`src/rtl/maze_walker.sv`:
```
// Wall-follower maze solver: walks a square maze in external synchronous RAM,
// probing neighbours in left/right-hand order and marking every entered cell.
module maze_walker #(
    parameter int maze_width = 6,
    parameter int step_width = 16,
    parameter int max_steps  = 1000
) (
    input  logic                  clk,
    input  logic                  rst,
    input  logic                  start,
    input  logic                  hand,
    input  logic [1:0]            start_dir,
    input  logic [maze_width-1:0] starting_row,
    input  logic [maze_width-1:0] starting_col,
    input  logic                  maze_in,
    output logic [maze_width-1:0] row,
    output logic [maze_width-1:0] col,
    output logic                  maze_oe,
    output logic                  maze_we,
    output logic                  done,
    output logic                  fail,
    output logic [step_width-1:0] steps
);
    typedef enum logic [2:0] {IDLE, MARK, PROBE, EVAL, MOVE, DONE, FAIL} state_t;

    localparam logic [maze_width-1:0] ONE      = maze_width'(1);
    localparam logic [step_width-1:0] STEP_MAX = step_width'(max_steps);

    state_t                state, state_n;
    logic [maze_width-1:0] row_n, col_n, cur_row, cur_col, cur_row_n, cur_col_n;
    logic [1:0]            heading, heading_n, idx, idx_n, dir0, dir_next, dir_cur;
    logic                  hand_r, hand_n, oe_n, we_n, done_n, fail_n;
    logic [step_width-1:0] steps_n;

    // Candidate heading for probe i: left-hand tries h-1,h,h+1,h+2; right-hand h+1,h,h-1,h+2.
    function automatic logic [1:0] cand_dir(input logic [1:0] h, input logic [1:0] i, input logic rh);
        case (i)
            2'd0:    return rh ? h + 2'd1 : h + 2'd3;
            2'd1:    return h;
            2'd2:    return rh ? h + 2'd3 : h + 2'd1;
            default: return h + 2'd2;
        endcase
    endfunction

    function automatic logic [maze_width-1:0] step_row(input logic [maze_width-1:0] r, input logic [1:0] d);
        return (d == 2'd0) ? r - ONE : (d == 2'd2) ? r + ONE : r;
    endfunction

    function automatic logic [maze_width-1:0] step_col(input logic [maze_width-1:0] c, input logic [1:0] d);
        return (d == 2'd1) ? c + ONE : (d == 2'd3) ? c - ONE : c;
    endfunction

    function automatic logic on_border(input logic [maze_width-1:0] r, input logic [maze_width-1:0] c);
        return (r == '0) || (r == '1) || (c == '0) || (c == '1);
    endfunction

    assign dir0     = cand_dir(heading, 2'd0, hand_r);
    assign dir_cur  = cand_dir(heading, idx, hand_r);
    assign dir_next = cand_dir(heading, idx + 2'd1, hand_r);

    always_ff @(posedge clk or posedge rst) begin
        if (rst) begin
            state   <= IDLE;
            row     <= '0;
            col     <= '0;
            cur_row <= '0;
            cur_col <= '0;
            heading <= '0;
            idx     <= '0;
            hand_r  <= 1'b0;
            maze_oe <= 1'b0;
            maze_we <= 1'b0;
            done    <= 1'b0;
            fail    <= 1'b0;
            steps   <= '0;
        end else begin
            state   <= state_n;
            row     <= row_n;
            col     <= col_n;
            cur_row <= cur_row_n;
            cur_col <= cur_col_n;
            heading <= heading_n;
            idx     <= idx_n;
            hand_r  <= hand_n;
            maze_oe <= oe_n;
            maze_we <= we_n;
            done    <= done_n;
            fail    <= fail_n;
            steps   <= steps_n;
        end
    end

    // Next-state logic produces the values every output takes in the state being entered.
    always_comb begin
        state_n   = state;
        row_n     = row;
        col_n     = col;
        cur_row_n = cur_row;
        cur_col_n = cur_col;
        heading_n = heading;
        idx_n     = idx;
        hand_n    = hand_r;
        oe_n      = 1'b0;
        we_n      = 1'b0;
        done_n    = done;
        fail_n    = fail;
        steps_n   = steps;
        case (state)
            IDLE, DONE, FAIL: begin
                if (start) begin
                    state_n   = MARK;
                    hand_n    = hand;
                    heading_n = start_dir;
                    cur_row_n = starting_row;
                    cur_col_n = starting_col;
                    row_n     = starting_row;
                    col_n     = starting_col;
                    we_n      = 1'b1;
                    done_n    = 1'b0;
                    fail_n    = 1'b0;
                    steps_n   = '0;
                end
            end
            MARK, MOVE: begin
                if (on_border(cur_row, cur_col)) begin
                    state_n = DONE;
                    done_n  = 1'b1;
                end else if (state == MOVE && steps == STEP_MAX) begin
                    state_n = FAIL;
                    fail_n  = 1'b1;
                end else begin
                    state_n = PROBE;
                    idx_n   = 2'd0;
                    row_n   = step_row(cur_row, dir0);
                    col_n   = step_col(cur_col, dir0);
                    oe_n    = 1'b1;
                end
            end
            PROBE: state_n = EVAL;
            EVAL: begin
                if (maze_in) begin
                    if (idx == 2'd3) begin
                        state_n = FAIL;
                        fail_n  = 1'b1;
                    end else begin
                        state_n = PROBE;
                        idx_n   = idx + 2'd1;
                        row_n   = step_row(cur_row, dir_next);
                        col_n   = step_col(cur_col, dir_next);
                        oe_n    = 1'b1;
                    end
                end else begin
                    // Probe address is already the free neighbour, so row/col just hold.
                    state_n   = MOVE;
                    heading_n = dir_cur;
                    cur_row_n = row;
                    cur_col_n = col;
                    we_n      = 1'b1;
                    steps_n   = steps + 1'b1;
                end
            end
            default: state_n = IDLE;
        endcase
    end
endmodule

```
`config.mk`:
```
export PLATFORM = sky130hd
export DESIGN_NAME = maze_walker
export DESIGN_NICKNAME = d
export VERILOG_FILES = /design/src/rtl/maze_walker.sv
export SDC_FILE = /design/constraint.sdc
export NUM_CORES = 1
export LEC_CHECK = 0
export CORE_UTILIZATION = 40
export CTS_BUF_LIST = sky130_fd_sc_hd__clkbuf_4 sky130_fd_sc_hd__clkbuf_8 sky130_fd_sc_hd__clkbuf_16
export CTS_CLUSTER_SIZE = 8
export DETAILED_ROUTE_END_ITERATION = 10
export GPL_TIMING_DRIVEN = 0
export PLACE_DENSITY = 0.72
export SETUP_SLACK_MARGIN = 0.15
export SLEW_MARGIN = 30
export SYNTH_ARGS = -nofsm -noshare
export SYNTH_HDL_FRONTEND = slang
export SYNTH_SLANG_ARGS = --single-unit
export TNS_END_PERCENT = 100
```
`constraint.sdc`:
```
create_clock -name clk -period 2.4 [get_ports clk]
set_clock_uncertainty 0.1 [all_clocks]
set_input_delay 0.48 -clock clk [delete_from_list [all_inputs] [get_ports clk]]
set_output_delay 0.48 -clock clk [all_outputs]
set_load 0.01 [all_outputs]
```
* After elaboration in Yosys (flattened, before gate mapping)
Cells that the tools add are included.
** Word-level totals
- Bits in registers :: 52
- Output and inout port bits :: 32
** Cells by class
- Add/sub/neg operators :: 9
- Equality and inequality tests :: 30
- Multiplexer cells :: 61
- Reductions and logical operators :: 24
** Operators with widths (count)
- two-way mux 6 bit :: 20
- one-hot mux 6 bit (3 select lines) :: 2
- two-way mux 16 bit :: 2
- one-hot mux 16 bit (2 select lines) :: 1
- one-hot mux 6 bit (2 select lines) :: 2
- != test 2 bit (second input constant) :: 10
- adder 16 x 1 -> 16 bit (second input constant) :: 1
- equality test 16 x 10 -> 1 bit (second input constant) :: 1
- two-way mux 2 bit :: 8
- two-way mux 3 bit :: 5
- equality test 2 bit (second input constant) :: 7
- adder 6 x 1 -> 6 bit (second input constant) :: 2
- equality test 6 bit (second input constant) :: 2
- logical NOT 6 bit :: 2
- two-way mux 1 bit :: 12
- one-hot mux 2 bit (3 select lines) :: 2
- one-hot mux 3 bit (4 select lines) :: 1
- AND reduction 6 bit :: 2
- subtractor 6 x 1 -> 6 bit (second input constant) :: 2
- equality test 3 bit (second input constant) :: 3
- equality test 2 x 1 -> 1 bit (second input constant) :: 4
- logical NOT 2 bit :: 4
- one-hot mux 2 bit (2 select lines) :: 2
- equality test 3 x 2 -> 1 bit (second input constant) :: 2
- other kinds (16) :: 25

* Depth between registers and ports, before layout
- Depth after elaboration :: 9
- Gate-level depth with buffers :: 11
- Mapped depth without buffers :: 8

* Least setup slack after synthesis
Ideal clock, no wire load.
- Kind :: flip-flop to flip-flop
- Start :: register idx[0]
- End :: register row[2]
- Data arrival time :: 2302 ps
- Setup slack :: -130 ps
- Cell stages (with the launch flop) :: 12
- Path buffers :: 3
- Path through :: dfrtp_1 > clkbuf_1 > inv_1 > ha_1 > nor3_1 > mux2_2 > or3_1 > buf_6 > buf_6 > a31oi_2 > mux2i_1 > o21ai_0
** Between the ends
- Longest elaborated chain between the ends :: 9
- Elaborated cells between the ends (all ways) :: 15
- Classes of those cells :: 1 x add/sub; 5 x eq/ne; 6 x mux; 3 x reduce/logical
** RTL lines
- from (decl) :: line 31 : logic [1:0] heading, heading_n, idx, idx_n, dir0, dir_next, dir_cur;
- from (signal assigned) :: line 83 : idx <= idx_n;
- adder 2 x 1 -> 2 bit :: line 59 : assign dir_next = cand_dir(heading, idx + 2'd1, hand_r);
- equality test 2 bit (tied with other cells) :: line 37 : case (i)
- one-hot mux 2 bit (3 select lines) :: line 37
- equality test 2 bit :: line 46 : return (d == 2'd0) ? r - ONE : (d == 2'd2) ? r + ONE : r;
- two-way mux 6 bit (2 in series) :: line 46
- two-way mux 6 bit :: line 142 : if (idx == 2'd3) begin
- two-way mux 6 bit :: line 141 : if (maze_in) begin
- one-hot mux 6 bit (3 select lines) :: line 108 : case (state)
- to (signal assigned) :: line 78 : row <= row_n;
- to (decl) :: line 16 : output logic [maze_width-1:0] row,
Parallel ways exist; a longest one is shown, timed or not. The select of a mux whose other input is x is not followed.
A chain may end at the register's enable or synchronous reset.

* Worst setup path after layout
- Start :: register idx[1]
- End :: register row[2]
Same word-level chain as after synthesis.

==> impl_metrics.csv <==
group,metric,value,unit
run_status,outcome,"finished, violations left",
run_status,violations,"negative setup slack",
sta,worstMarginPinSlew,0.600,ns
synth,ys_seq_area_frac,0.328,
run,maxCapViolations,0,
global_routing,grt-ovfl-total,0,
critical_path,startpoint,"idx[1]$_DFFE_PP0P_",
synth,syn_nets,503,
synth,synth_cells,472,
power,leakage,2.40,nW
clock_tree,numCtsBuffers,5,
placement,place_inst,656,
hold_path,hp-class,"primary input to asynchronous set/reset pin",
finish,areaGrowthSynthToFinish,47.2,%
clock_tree,path_clk_slew,0.11,ns
placement,pre_cts_ws,-0.734,ns
placement,dp_hpwl,8080,um
floorplanning,io_pins,51,
route,dr.pass1.iters,8,
route,drc,0,
synth,ys_ff_latch,52,
critical_path,worst_path_largest_cell_delay,0.43,ns
route,viasPerCell,5.74,
critical_path,required,2.50,ns
global_routing,grt_max_degree,39,
route,drt_iter0_markers,261,
finish,nFillCells,786,
floorplanning,die_h,102,um
critical_path,path_delay_family,"buffers and inverters",
clock_tree,cts_tree,"yes",
sta,period_share,1.01,
finish,nets,619,
sta,slew_headroom,0.600,
synth,syn_avg_cell_area,8.42,um2
synth,yosys.area.top_type_share,0.328,
placement,port-buffer-count,50,
synth,yosys.area.top_type,"dfrtp_1",
floorplanning,rows,36,
placement,place_area,4780,um2
synth,synth_cell_types,60,
clock_tree,h-tree-depth,2,
synth,synth.area.top_cells,"dfrtp_1 33%, mux2i_1 5.0%, nand2_1 4.7%",
global_routing,grt_pass1_wl,20300,um
global_routing,grt_antenna_before_repair,0,
global_routing,first_global_vias,4058,
critical_path,crit_path_max_fanout,8,
synth,synth_most_common_cell,"dfrtp_1",
synth,ys_warn_count,0,
sta,timing.final.ws_setup,-0.0338,ns
sta,period_needed,2.43,ns
global_routing,gr-usage-all-layers,0.253,
synth,synthArstFlopShare,1.00,
floorplanning,die_w,102,um
critical_path,critPathKind,"flop to flop",
critical_path,crit_buf_inv,4,
critical_path,cp_common_cell,"buf_4",
floorplanning,start_util,0.410,
critical_path,critPathSlowestCell,"dfrtp_1",
floorplanning,die_area,10300,um2
critical_path,rr_startpoint,"idx[1]$_DFFE_PP0P_",
floorplanning,core_area,9680,um2
route,wl_per_cell,17.4,um
route,wl,12600,um
clock_tree,clock_latency,0.31,ns
synth,ys.flop_type,"dfrtp_1",
synth,syn-cell-area,3970,um2
critical_path,critPathArrivalTime,2.54,ns
finish,final-instance-count-excl-fill,722,
finish,fin_util,0.604,
critical_path,critPathCaptureType,"flop",
finish,design_area,5850,um2
sta,setup_viol,4,
sta,rsz0062_at_grt,"true",
sta,clock.fmax,411,MHz
route,ant_nets,0,
critical_path,crit_chain,"buf_4, ha_4, buf_4, and2_1, or3_4, buf_8, buf_12, a31oi_4, mux2i_1, o21ai_1",
clock_tree,cts_buffer_depth,2,
sta,fin_setup_tns,-0.0718,ns
sta,final_hold_viol_count,0,
placement,place_congestion,0.910,
critical_path,crit_path_start_kind,"flop",
power,power_density,1540,nW/um2
synth,ys_top_cells_by_count,"52 x dfrtp_1, 50 x nand2_1, 44 x nor2_1, 33 x o21ai_0",
finish,drive_gt1_frac,0.282,
power,vdd_drop_max,0.601,mV
synth,synth_edf_count,0,
route,vias,4142,
clock_tree,root_buffer,"clkbuf_8",
sta,slew_violations,0,
clock_tree,clock_sinks,52,
finish,antenna_cells,0,
[cell type report]
class | count | area (um2) | share of cell area
tap | 133 | 166 | 0.0285
clock buffer | 5 | 68.8 | 0.0118
buffer | 32 | 206 | 0.0353
multi-input combinational | 370 | 2890 | 0.495
inverter | 18 | 86.3 | 0.0148
sequential | 52 | 1310 | 0.223
timing repair buffer | 109 | 1080 | 0.184
clock inverter | 3 | 42.5 | 0.00728
[cell families (layout without fill, tap and decap cells)]
| kind of cell | Yosys count | after routing | share of synthesized area |
|---|---|---|---|
| mux | 31 | 31 | 0.0825 |
| buf+inv | 50 | 167 | 0.0539 |
| xor+xnor | 34 | 34 | 0.0750 |
| simple gates | 181 | 181 | 0.230 |
| fa+ha+maj | 12 | 12 | 0.0378 |
| flops | 52 | 52 | 0.328 |
| compound gates | 112 | 112 | 0.194 |
[registers in the layout, indices dropped and copies added, names as in the netlist]
register,cells
state,3
col,6
maze_oe,1
steps,16
idx,2
cur_row,6
cur_col,6
row,6
done,1
fail,1
heading,2
maze_we,1
hand_r,1
[routing by layer]
layer / vias to the layer above / wire length (um) / part of all wire / track usage
met3: 32 / 898 / 0.071 / 0.0345
met1: 1995 / 5160 / 0.41 / 0.322
met5: - / 0 / 0 / 0
met2: 182 / 6190 / 0.49 / 0.440
met4: 0 / 352 / 0.028 / 0.0847
li1: 1933 / - / - / -
[stage by stage]
step | hold WS [ns] | total power, mW
after detailed placement | 0.411 | 6.24
after global placement | 0.392 | 6.15
after global routing | 0.355 | 9.55
after floorplan | 0.426 | 4.95
final | 0.327 | 9.00
after CTS | 0.337 | 8.26
[report_power, final]
part	switching [mW]	internal [mW]	total (mW)	leakage, nW
logic	3.47	3.43	6.89	1.69
clock network	0.335	0.310	0.645	0.0541
registers	0.260	1.20	1.46	0.655
total	4.06	4.94	9.00	2.40
[cell usage in the layout, fill, tap and decap left out, drive strengths merged, types with 3 or more instances in the layout]
cell / instances
a21oi: 17
a221oi: 3
a22oi: 8
a31oi: 9
a41oi: 3
and2: 4
and3: 10
buf: 68
clkbuf: 28
clkdlybuf4s50: 48
dfrtp: 52
ha: 12
inv: 17
mux2: 11
mux2i: 20
nand2: 50
nand2b: 7
nand3: 12
nor2: 44
nor2b: 6
nor3: 13
nor3b: 8
nor4: 3
nor4bb: 3
o2111ai: 5
o211ai: 7
o21ai: 33
o22ai: 5
o31ai: 4
or3: 6
or4: 4
xnor2: 21
xor2: 13
[path summary, 6_finish.rpt]
path / end / slack, ns / cells past startpoint
worst min register to register: fail$_DFFE_PP0P_ / 0.43 / 2
worst max-delay path: row[2]$_DFFE_PP0P_ / -0.03 / 10
worst max register to register: row[2]$_DFFE_PP0P_ / -0.03 / 10
max in group asynchronous: cur_col[0]$_DFFE_PP0P_ / 1.39 / 3
worst min-delay path: hand_r$_DFFE_PP0P_ / 0.33 / 2
min in group clk: fail$_DFFE_PP0P_ / 0.43 / 2
[repair_timing]
item | 4_1_cts | 5_1_grt
pin swaps | 16 | 16
cloned | 2 | 0
hold buffers | 0 | 0
setup endpoints to repair | 48 | 38
setup buffers | 48 | 8
gates resized for setup | 66 | 38
Note: power is estimated with default switching activity, not from simulation.
